$ cat src/rtl/alu_share_arbiter.sv
// Round-robin arbiter sharing one ALU between two requesters, with a
// single-entry registered response buffer and valid/ready handshake per port.
module alu_share_arbiter #(
    parameter  int unsigned W     = 32,
    localparam int unsigned CTR_W = 4
) (
    input  logic             i_clk,
    input  logic             i_rst,
    input  logic             i_freeze,

    input  logic             i_req0_valid,
    output logic             o_req0_ready_c,
    input  logic [W-1:0]     i_req0_a,
    input  logic [W-1:0]     i_req0_b,
    input  logic [CTR_W-1:0] i_req0_ctr,
    output logic             o_rsp0_valid,
    input  logic             i_rsp0_ready,
    output logic [W-1:0]     o_rsp0_result,
    output logic             o_rsp0_less,
    output logic             o_rsp0_zero,

    input  logic             i_req1_valid,
    output logic             o_req1_ready_c,
    input  logic [W-1:0]     i_req1_a,
    input  logic [W-1:0]     i_req1_b,
    input  logic [CTR_W-1:0] i_req1_ctr,
    output logic             o_rsp1_valid,
    input  logic             i_rsp1_ready,
    output logic [W-1:0]     o_rsp1_result,
    output logic             o_rsp1_less,
    output logic             o_rsp1_zero,

    output logic [W-1:0]     o_alu_dataa_c,
    output logic [W-1:0]     o_alu_datab_c,
    output logic [CTR_W-1:0] o_alu_ctr_c,
    input  logic [W-1:0]     i_alu_result,
    input  logic             i_alu_less,
    input  logic             i_alu_zero
);

    logic             r_rsp0_valid;
    logic [W-1:0]     r_rsp0_result;
    logic             r_rsp0_less;
    logic             r_rsp0_zero;
    logic             r_rsp1_valid;
    logic [W-1:0]     r_rsp1_result;
    logic             r_rsp1_less;
    logic             r_rsp1_zero;
    logic             r_last_grant;

    logic             w_free0;
    logic             w_free1;
    logic             w_elig0;
    logic             w_elig1;
    logic             w_gnt0;
    logic             w_gnt1;

    // A full buffer is still free when its consumer drains it this cycle.
    assign w_free0 = ~r_rsp0_valid | i_rsp0_ready;
    assign w_free1 = ~r_rsp1_valid | i_rsp1_ready;
    assign w_elig0 = i_req0_valid & ~i_freeze & ~i_rst & w_free0;
    assign w_elig1 = i_req1_valid & ~i_freeze & ~i_rst & w_free1;

    // On a tie the port that did not win last time gets the ALU.
    assign w_gnt0 = w_elig0 & (~w_elig1 | r_last_grant);
    assign w_gnt1 = w_elig1 & (~w_elig0 | ~r_last_grant);

    assign o_req0_ready_c = w_gnt0;
    assign o_req1_ready_c = w_gnt1;

    always_comb begin
        o_alu_dataa_c = '0;
        o_alu_datab_c = '0;
        o_alu_ctr_c   = '0;
        if (w_gnt0) begin
            o_alu_dataa_c = i_req0_a;
            o_alu_datab_c = i_req0_b;
            o_alu_ctr_c   = i_req0_ctr;
        end else if (w_gnt1) begin
            o_alu_dataa_c = i_req1_a;
            o_alu_datab_c = i_req1_b;
            o_alu_ctr_c   = i_req1_ctr;
        end
    end

    always_ff @(posedge i_clk) begin
        if (i_rst) begin
            r_rsp0_valid  <= 1'b0;
            r_rsp0_result <= '0;
            r_rsp0_less   <= 1'b0;
            r_rsp0_zero   <= 1'b0;
            r_rsp1_valid  <= 1'b0;
            r_rsp1_result <= '0;
            r_rsp1_less   <= 1'b0;
            r_rsp1_zero   <= 1'b0;
            r_last_grant  <= 1'b1;
        end else begin
            // A new grant refills the buffer even if it drains this cycle.
            if (w_gnt0) begin
                r_rsp0_valid  <= 1'b1;
                r_rsp0_result <= i_alu_result;
                r_rsp0_less   <= i_alu_less;
                r_rsp0_zero   <= i_alu_zero;
            end else if (i_rsp0_ready) begin
                r_rsp0_valid  <= 1'b0;
            end

            if (w_gnt1) begin
                r_rsp1_valid  <= 1'b1;
                r_rsp1_result <= i_alu_result;
                r_rsp1_less   <= i_alu_less;
                r_rsp1_zero   <= i_alu_zero;
            end else if (i_rsp1_ready) begin
                r_rsp1_valid  <= 1'b0;
            end

            if (w_gnt0) begin
                r_last_grant <= 1'b0;
            end else if (w_gnt1) begin
                r_last_grant <= 1'b1;
            end
        end
    end

    assign o_rsp0_valid  = r_rsp0_valid;
    assign o_rsp0_result = r_rsp0_result;
    assign o_rsp0_less   = r_rsp0_less;
    assign o_rsp0_zero   = r_rsp0_zero;
    assign o_rsp1_valid  = r_rsp1_valid;
    assign o_rsp1_result = r_rsp1_result;
    assign o_rsp1_less   = r_rsp1_less;
    assign o_rsp1_zero   = r_rsp1_zero;

endmodule

$ cat config.mk
export PLATFORM = sky130hd
export DESIGN_NAME = alu_share_arbiter
export DESIGN_NICKNAME = d
export VERILOG_FILES = /design/src/rtl/alu_share_arbiter.sv
export SDC_FILE = /design/constraint.sdc
export NUM_CORES = 1
export LEC_CHECK = 0
export CAP_MARGIN = 10
export CORE_AREA = 2 2 122 124
export DETAILED_ROUTE_END_ITERATION = 16
export DIE_AREA = 0 0 124 126
export HOLD_SLACK_MARGIN = 0.02
export PLACE_DENSITY = 0.71
export SYNTH_ARGS = -nofsm -noshare
export SYNTH_HDL_FRONTEND = slang
export SYNTH_SLANG_ARGS = --single-unit
$ cat constraint.sdc
create_clock -name i_clk -period 2.2 [get_ports i_clk]
set_input_delay 0.44 -clock i_clk [delete_from_list [all_inputs] [get_ports i_clk]]
set_output_delay 0.44 -clock i_clk [all_outputs]
set_load 0.02 [all_outputs]
* Word level (Yosys, flattened, before mapping)
Index checks and enable logic that the tools add are counted.
** Storage, ports and cells
- Logic and storage cells :: 43
- Output and inout port bits :: 140
- Register bits after elaboration :: 71
- Bits of input ports :: 177
** Operators by class
- Reductions and logical operators :: 3
- Mux-type cells :: 12
- Bitwise logic cells :: 19
** Operators with widths (count)
- 2-to-1 mux 32 bit :: 4
- AND 1 bit :: 8
- 2-to-1 mux 4 bit :: 2
- inverter 1 bit :: 7
- 2-to-1 mux 1 bit :: 6
- nonzero test 2 bit :: 3
- bitwise OR 1 bit :: 4

* Depth between registers and ports, before layout
Gate-level depths: netlist of run 1.
- Word-level depth :: 9
- Gate-level depth with buffers :: 7
- Gate-level depth less buffers :: 4

* Least setup slack after synthesis of run 1
OpenSTA, ideal clock, no wires.
- Path kind :: flip-flop to output port
- From :: register r_rsp0_valid, in the netlist o_rsp0_valid
- To :: output port o_alu_dataa_c[22]
- Data arrival time :: 1.811 ns
- Required time :: 1.760 ns
- Stages on the path, launching flop included :: 7
- Path slack :: -0.051 ns
- Buffers on the path :: 2
- Cell sequence :: dfxtp_1 -> nor2b_4 -> or4b_1 -> buf_2 -> nor2_8 -> buf_2 -> a22o_1
** On the way
- Elaborated cells between the ends (all ways) :: 9
- Classes of those cells :: 2 x mux; 7 x bitwise
** RTL lines
- from (decl) :: RTL line 41 : logic r_rsp0_valid;
- from (signal assigned) :: RTL line 88 : r_rsp0_valid <= 1'b0;
- from (signal assigned) :: RTL line 100 : r_rsp0_valid <= 1'b1;
- from (signal assigned) :: RTL line 105 : r_rsp0_valid <= 1'b0;
- inverter 1 bit :: RTL line 59 : assign w_free0 = ~r_rsp0_valid | i_rsp0_ready;
- bitwise OR 1 bit :: RTL line 59
- AND 1 bit :: RTL line 61 : assign w_elig0 = i_req0_valid & ~i_freeze & ~i_rst & w_free0;
- AND 1 bit :: RTL line 65 : assign w_gnt0 = w_elig0 & (~w_elig1 | r_last_grant);
- via o_req0_ready_c :: RTL line 12 : output logic o_req0_ready_c,
- 2-to-1 mux 32 bit :: RTL line 75 : if (w_gnt0) begin
- to (decl) :: RTL line 33 : output logic [W-1:0] o_alu_dataa_c,
The timed path passes the listed nets, and every way through them passes these cells.

* Final worst setup path of run 1
- From :: register r_rsp0_valid, in the netlist o_rsp0_valid
- To :: output port o_alu_ctr_c[3]
** On the way
- Cells in the longest elaborated chain, start to end :: 8
- Elaborated cells between the ends (all ways) :: 9
- Classes of those cells :: 2 x mux; 7 x bitwise
** RTL lines
- inverter 1 bit * :: RTL line 59
- bitwise OR 1 bit * :: RTL line 59
- AND 1 bit * :: RTL line 61
- inverter 1 bit :: RTL line 66 : assign w_gnt1 = w_elig1 & (~w_elig0 | ~r_last_grant);
- bitwise OR 1 bit :: RTL line 66
- AND 1 bit :: RTL line 66
- 2-to-1 mux 4 bit :: RTL line 79 : end else if (w_gnt1) begin
- 2-to-1 mux 4 bit * :: RTL line 75
- to (decl) :: RTL line 35 : output logic [CTR_W-1:0] o_alu_ctr_c,
Every way passes the cells marked *; elsewhere a longest branch is shown, timed or not.

==> results of run 1 <==
==> area by class of cell <==
type	instances	area, µm²	area share, %
multi-input cells	293	1980	24.9
diodes	5	12.5	0.158
repair buffers	370	4010	50.5
clock inverters	6	45.0	0.567
flip-flops and latches	71	1420	17.9
clock buffers	10	239	3.01
well taps	184	230	2.90
==> per-layer routing <==
layer	vias up	routed length (µm)	track usage, %
li1	2232	-	-
met1	2444	8720	33.1
met2	301	11900	51.4
met3	39	2590	9.65
met4	2	536	6.61
met5	-	16	0
==> metrics by stage <==
| stage | util, % | TNS (ps) | cell area [µm²] |
|---|---|---|---|
| floorplan | - | -650 | 3480 |
| global placement | 48.9 | -68460 | 6990 |
| detailed placement | 48.9 | -71240 | 6990 |
| CTS | 54.7 | -17190 | 7830 |
| global route | 55.4 | -22650 | 7930 |
| finish | 55.5 | -18470 | 7940 |
==> worst paths after layout <==
path                                       from                            end  slack [ps]  depth (start not counted)
hold reg to reg   o_rsp1_result[6]$_SDFFE_PP0P_  o_rsp1_result[6]$_SDFFE_PP0P_         470                          2
setup / recovery      o_rsp0_valid$_SDFFE_PP0P_                 o_alu_ctr_c[3]        -380                          9
setup reg to reg      o_rsp0_valid$_SDFFE_PP0P_  o_rsp0_result[4]$_SDFFE_PP0P_         480                          5
hold / removal                            i_rst      o_rsp1_valid$_SDFFE_PP0P_         450                          3
==> placed cells by master, fill, tap and decap left out, drive strengths merged, types with 2 or more instances in the layout <==
master | Yosys | layout
nand3 | 69 | 69
o21ai | 68 | 68
buf | 12 | 125
dlygate4sd2 | 0 | 3
nand2b | 2 | 2
a22o | 68 | 68
a21oi | 70 | 70
clkdlybuf4s50 | 0 | 240
clkdlybuf4s15 | 0 | 2
clkbuf | 37 | 10
clkinv | 0 | 2
nor2b | 2 | 2
clkinvlp | 0 | 3
nor2 | 6 | 6
diode | 0 | 5
dfxtp | 71 | 71
==> flip-flops by register name, indices dropped and copies added (netlist names) <==
| register | flops |
|---|---|
| o_rsp1_less | 1 |
| o_rsp0_valid | 1 |
| o_rsp0_result | 32 |
| o_rsp1_result | 32 |
| o_rsp0_less | 1 |
| o_rsp1_valid | 1 |
| r_last_grant | 1 |
| o_rsp0_zero | 1 |
| o_rsp1_zero | 1 |
==> critical path: stages (launching register included) <==
cell,delay (ps)
dfxtp_2,320
nor2b_4,120
or4b_4,520
nor2_8,120
buf_12,120
buf_12,110
buf_16,110
buf_12,100
a22o_1,150
buf_6,130
==> where the power goes <==
| part | internal (mW) | total (mW) | switching (mW) | leakage [nW] |
|---|---|---|---|---|
| Clock | 0.798 | 1.39 | 0.593 | 0.131 |
| Combinational | 0.661 | 1.19 | 0.529 | 2.30 |
| Sequential | 1.33 | 1.35 | 0.0227 | 0.577 |
==> kinds of logic after synthesis <==
group,Yosys count,synth area share [%]
flip-flops,71,41.4
AO/OA/AOI/OAI,207,37.7
AND/OR/NAND/NOR,86,14.7
buffers and inverters,49,6.16
==> what timing repair did <==
action | 4_1_cts | 5_1_grt
cloned | 6 | 0
pin swaps | 37 | 20
setup buffers | 15 | 10
setup endpoints to repair | 70 | 70
resized for setup | 386 | 23
==> reports/metrics.yaml, run 1 <==
status: "complete, but fails checks"
violations: "negative setup slack"
final.period_utilization_pct: 117
yosysWarnings: 0
crit_path_start_kind: "flip-flop"
ys_types: 23
clockBufferDepth: 2
syn-num-nets: 590
wl_per_cell_um: 25.3
finalSetupViolCount: 70
gp_congestion: 0.937
finalHoldViolCount: 0
cts.sinks: 71
post-dp-hpwl_um: 17200
overflow: 0
synth_top_cell_area_share_pct: 41.4
layout_setup_ws_ps: -381
drt_iter0_drc: 422
clk_pin_slew_ps: 60
vdd_drop_max_mv: 0.418
fmax_ghz: 0.387
numCtsBuffers: 9
min_path_type: "input port to flip-flop"
synth_edf_count: 0
track_usage_pct: 28.9
post-route-min-period_ps: 2580
rsz0062_at_grt: "true"
synthTopCellsByCount: "71 x dfxtp_1, 70 x a21oi_1, 69 x nand3_1"
synthCells: 413
place_inst: 890
vias_per_cell: 5.34
fp.dieW_um: 124
whs_ps: 447
slew_viol_final: 0
seq_area_frac_synth_pct: 41.4
netlist_area_um2: 3430
vias: 5018
cts-root-buf: "clkbuf_16"
p_per_area_nw_per_um2: 495
num-fill-cells: 1211
grt_pass1_vias: 4872
cts_htree_levels: 3
path_class: "flip-flop to primary output"
cp-end-kind: "primary output"
clock_latency_ps: 330
p_leak_nw: 3.01
drt_wl_total_um: 23800
grt_pass1_wl_um: 32600
ys_ff_latch: 71
synth_ff_type: "dfxtp_1"
nNetsFinal: 922
synth_area_leaders: "dfxtp_1 41%, a22o_1 17%, a21oi_1 10%"
pre_cts_ws_ps: -1040
io_pins: 317
fin_cells: 939
async_flop_share_pct: 0
area_delta_synth_final_pct: 131
die-area_um2: 15600
ant_nets: 0
worst_pin_slew_ps: 748
worstPathArrival_ps: 2140
fp.dieH_um: 126
synth.most_common_cell: "dfxtp_1"
slew_headroom_pct: 50.1
yosysTopAreaCell: "dfxtp_1"
syn_avg_cell_area_um2: 8.31
cap_violations: 0
cts_tree: "built"
core-area_um2: 14300
remaining_drc_errors: 0
antenna_found_initial: 5
crit_fanout: 5
rows: 44
start_util_pct: 24.0
critPathRequiredTime_ps: 1760
first_pass_iters: 4
layout-drive-gt1-share_pct: 22.7
finClkSkew_ps: 6.67
grt_max_degree: 72
port-buffer-count: 316
hold_buffers: 0
power_mw: 3.93
No activity file was read; power rests on OpenSTA's default activity.
==> run 2: changes to the inputs <==
--- a/config.mk
+++ b/config.mk
@@ -5,12 +5,14 @@
 export SDC_FILE = /design/constraint.sdc
 export NUM_CORES = 1
 export LEC_CHECK = 0
+export ABC_CLOCK_PERIOD_IN_PS = 2400
 export CAP_MARGIN = 10
 export CORE_AREA = 2 2 122 124
 export DETAILED_ROUTE_END_ITERATION = 16
 export DIE_AREA = 0 0 124 126
 export HOLD_SLACK_MARGIN = 0.02
 export PLACE_DENSITY = 0.71
+export SETUP_SLACK_MARGIN = 0.5
 export SYNTH_ARGS = -nofsm -noshare
 export SYNTH_HDL_FRONTEND = slang
 export SYNTH_SLANG_ARGS = --single-unit
==> constraint.sdc (replaced) <==
create_clock -name i_clk -period 2.4 [get_ports i_clk]
set_input_delay 0.48 -clock i_clk [delete_from_list [all_inputs] [get_ports i_clk]]
set_output_delay 0.48 -clock i_clk [all_outputs]
set_load 0.02 [all_outputs]
==> reports/metrics.yaml, run 2 (synthesis gave the netlist of run 1 again) <==
cp-end-kind: "primary output"
layout_setup_ws_ps: -187  # +194 ps
num-fill-cells: 1250  # +3.2%
post-dp-hpwl_um: 14700  # -15%
antenna_found_initial: 1  # -4
finalSetupViolCount: 66  # -5.7%
io_pins: 317  # unchanged
crit_fanout: 15  # +10
worstPathCellList: "nor2b_4, or4b_4, nor2_8, buf_12, buf_8, a22o_1, buf_6"
path_class: "flip-flop to primary output"
worst_pin_slew_ps: 593  # -156 ps
rows: 44  # unchanged
status: "complete, but fails checks"
crit_path_start_kind: "flip-flop"
nNetsFinal: 928  # +0.65%
drt_iter0_drc: 263  # -38%
grt_max_degree: 74  # +2.8%
worstRegToRegCells: 5  # unchanged
cap_violations: 0  # unchanged
numCtsBuffers: 9  # unchanged
start_util_pct: 24.0  # unchanged
critPathRequiredTime_ps: 1920  # +160 ps
fin_util_pct: 56.0  # +0.59 points
cts_htree_levels: 3  # unchanged
clk_pin_slew_ps: 60  # about the same
dpl_cell_area_um2: 7120  # +1.7%
wl_per_cell_um: 22.2  # -12%
clock_latency_ps: 330  # about the same
critPathTopFamily: "simple AND/OR/NAND/NOR gates"
min_path_type: "flip-flop to flip-flop"
track_usage_pct: 25.3  # -3.6 points
hold_depth: 2  # -1
finClkSkew_ps: 6.85  # +0.182 ps
grt_pass1_vias: 4894  # +0.45%
multi_input_area_um2: 2090  # +5.5%
cts.sinks: 71  # unchanged
gp_congestion: 0.953  # +1.7%
vias_per_cell: 5.18  # -3.0%
worstPathArrival_ps: 2110  # -30 ps
fp.dieW_um: 124  # unchanged
final.period_utilization_pct: 108
slew_viol_final: 0  # unchanged
overflow: 0  # unchanged
finalHoldViolCount: 0  # unchanged
fmax_ghz: 0.387
vias: 4867  # -3.0%
first_pass_iters: 5  # +1
crit_slowest_cell: "or4b_4"
drt_wl_total_um: 20800  # -12%
remaining_drc_errors: 0  # unchanged
critical_path.max_stage_delay_ps: 520  # about the same
path_depth: 7  # -2
clockBufferDepth: 2  # unchanged
cp.buffers_inverters: 3  # -2
die-area_um2: 15600  # unchanged
cts_tree: "built"
fin_area_um2: 8020  # +1.1%
layout-drive-gt1-share_pct: 24.8  # +2.1 points
fin_tns_setup_ps: -8330  # +10140 ps
vdd_drop_max_mv: 0.378  # -9.7%
post-route-min-period_ps: 2590
core-area_um2: 14300  # unchanged
hold_buffers: 0  # unchanged
ant_nets: 0  # unchanged
fp.dieH_um: 126  # unchanged
violations: "negative setup slack"
grt_pass1_wl_um: 29600  # -9.3%
p_per_area_nw_per_um2: 452  # -8.6%
regArea_um2: 1420  # unchanged
area_delta_synth_final_pct: 134
p_leak_nw: 3.13  # +3.9%
slew_headroom_pct: 60.5  # +10 points
port-buffer-count: 316  # unchanged
final_cell_mix: "239 x clkdlybuf4s50_1, 70 x a21oi_1, 70 x dfxtp_1"
final_common_cell: "clkdlybuf4s50_1"
cts-root-buf: "clkbuf_16"
rsz0062_at_grt: "true"
==> run 2: changes by cell type in the layout (fill, tap and decap cells not counted), moves of 2 or more <==
cell,delta
a22o_1,-13
a22o_4,+13
buf_12,-2
buf_16,-2
buf_4,+13
buf_6,-5
clkinvlp_4,-2
diode_2,-4
==> run 2: cell type report <==
type / instances / area share (%)
repair buffers: 376 / 49.8
clock buffers: 10 / 2.98
clock inverters: 4 / 0.593
flip-flops and latches: 71 / 17.7
well taps: 184 / 2.87
diodes: 1 / 0.0312
multi-input cells: 293 / 26.0
==> run 2: where the power goes <==
part,internal [mW],switching [mW]
Sequential,1.22,0.0207
Clock,0.817,0.494
Combinational,0.611,0.469
Total,2.65,0.983
==> run 2: through the flow <==
stage          total power, mW  hold WS, ps  setup WS, ps  cells
3_5_place_dp              2.23          469          -833    889
4_1_cts                   3.62          478          -208    925
2_1_floorplan             1.62          554           204    413
6_report                  3.63          474          -187    939
3_3_place_gp              2.22          461          -787    889
5_1_grt                   3.77          507          -266    938
==> run 2: path summary, 6_finish.rpt <==
| check | slack, ps | to | start |
|---|---|---|---|
| worst max-delay path | -190 | o_alu_dataa_c[2] | o_rsp0_valid$_SDFFE_PP0P_ |
| worst max register to register | 680 | o_rsp0_result[5]$_SDFFE_PP0P_ | o_rsp0_valid$_SDFFE_PP0P_ |
| worst min-delay path | 470 | o_rsp1_result[3]$_SDFFE_PP0P_ | o_rsp1_result[3]$_SDFFE_PP0P_ |
| worst min register to register | 470 | o_rsp1_result[3]$_SDFFE_PP0P_ | o_rsp1_result[3]$_SDFFE_PP0P_ |
==> run 2: layer usage <==
layer  global-route usage, %  vias up  share of wire (%)
li1                        -     2235                  -
met1                    29.6     2347                 39
met2                    42.5      242                 49
met3                    7.34       43                8.5
met4                    11.1        0                3.8
met5                       0        -                  0
==> run 2: worst register-to-register path, cell delays in order (launching register included) <==
cell	delay [ps]
dfxtp_2	320
nor2b_4	120
or4b_4	520
buf_4	280
o21ai_0	240
a21oi_1	100
==> run 2: what timing repair did <==
| action | in CTS | in global routing |
|---|---|---|
| setup endpoints to repair | 105 | 85 |
| setup buffers | 18 | 12 |
| gates cloned | 4 | 1 |
| pin swaps | 10 | 14 |
| resized for setup | 357 | 24 |
==> run 3: changes to the inputs <==
--- a/config.mk
+++ b/config.mk
@@ -10,7 +10,7 @@
 export CORE_AREA = 2 2 122 124
 export DETAILED_ROUTE_END_ITERATION = 16
 export DIE_AREA = 0 0 124 126
-export HOLD_SLACK_MARGIN = 0.02
+export HOLD_SLACK_MARGIN = 0.05
 export PLACE_DENSITY = 0.71
 export SETUP_SLACK_MARGIN = 0.5
 export SYNTH_ARGS = -nofsm -noshare
==> results of run 3 <==
Final layout, timing and power as in run 2 (identical DEF).
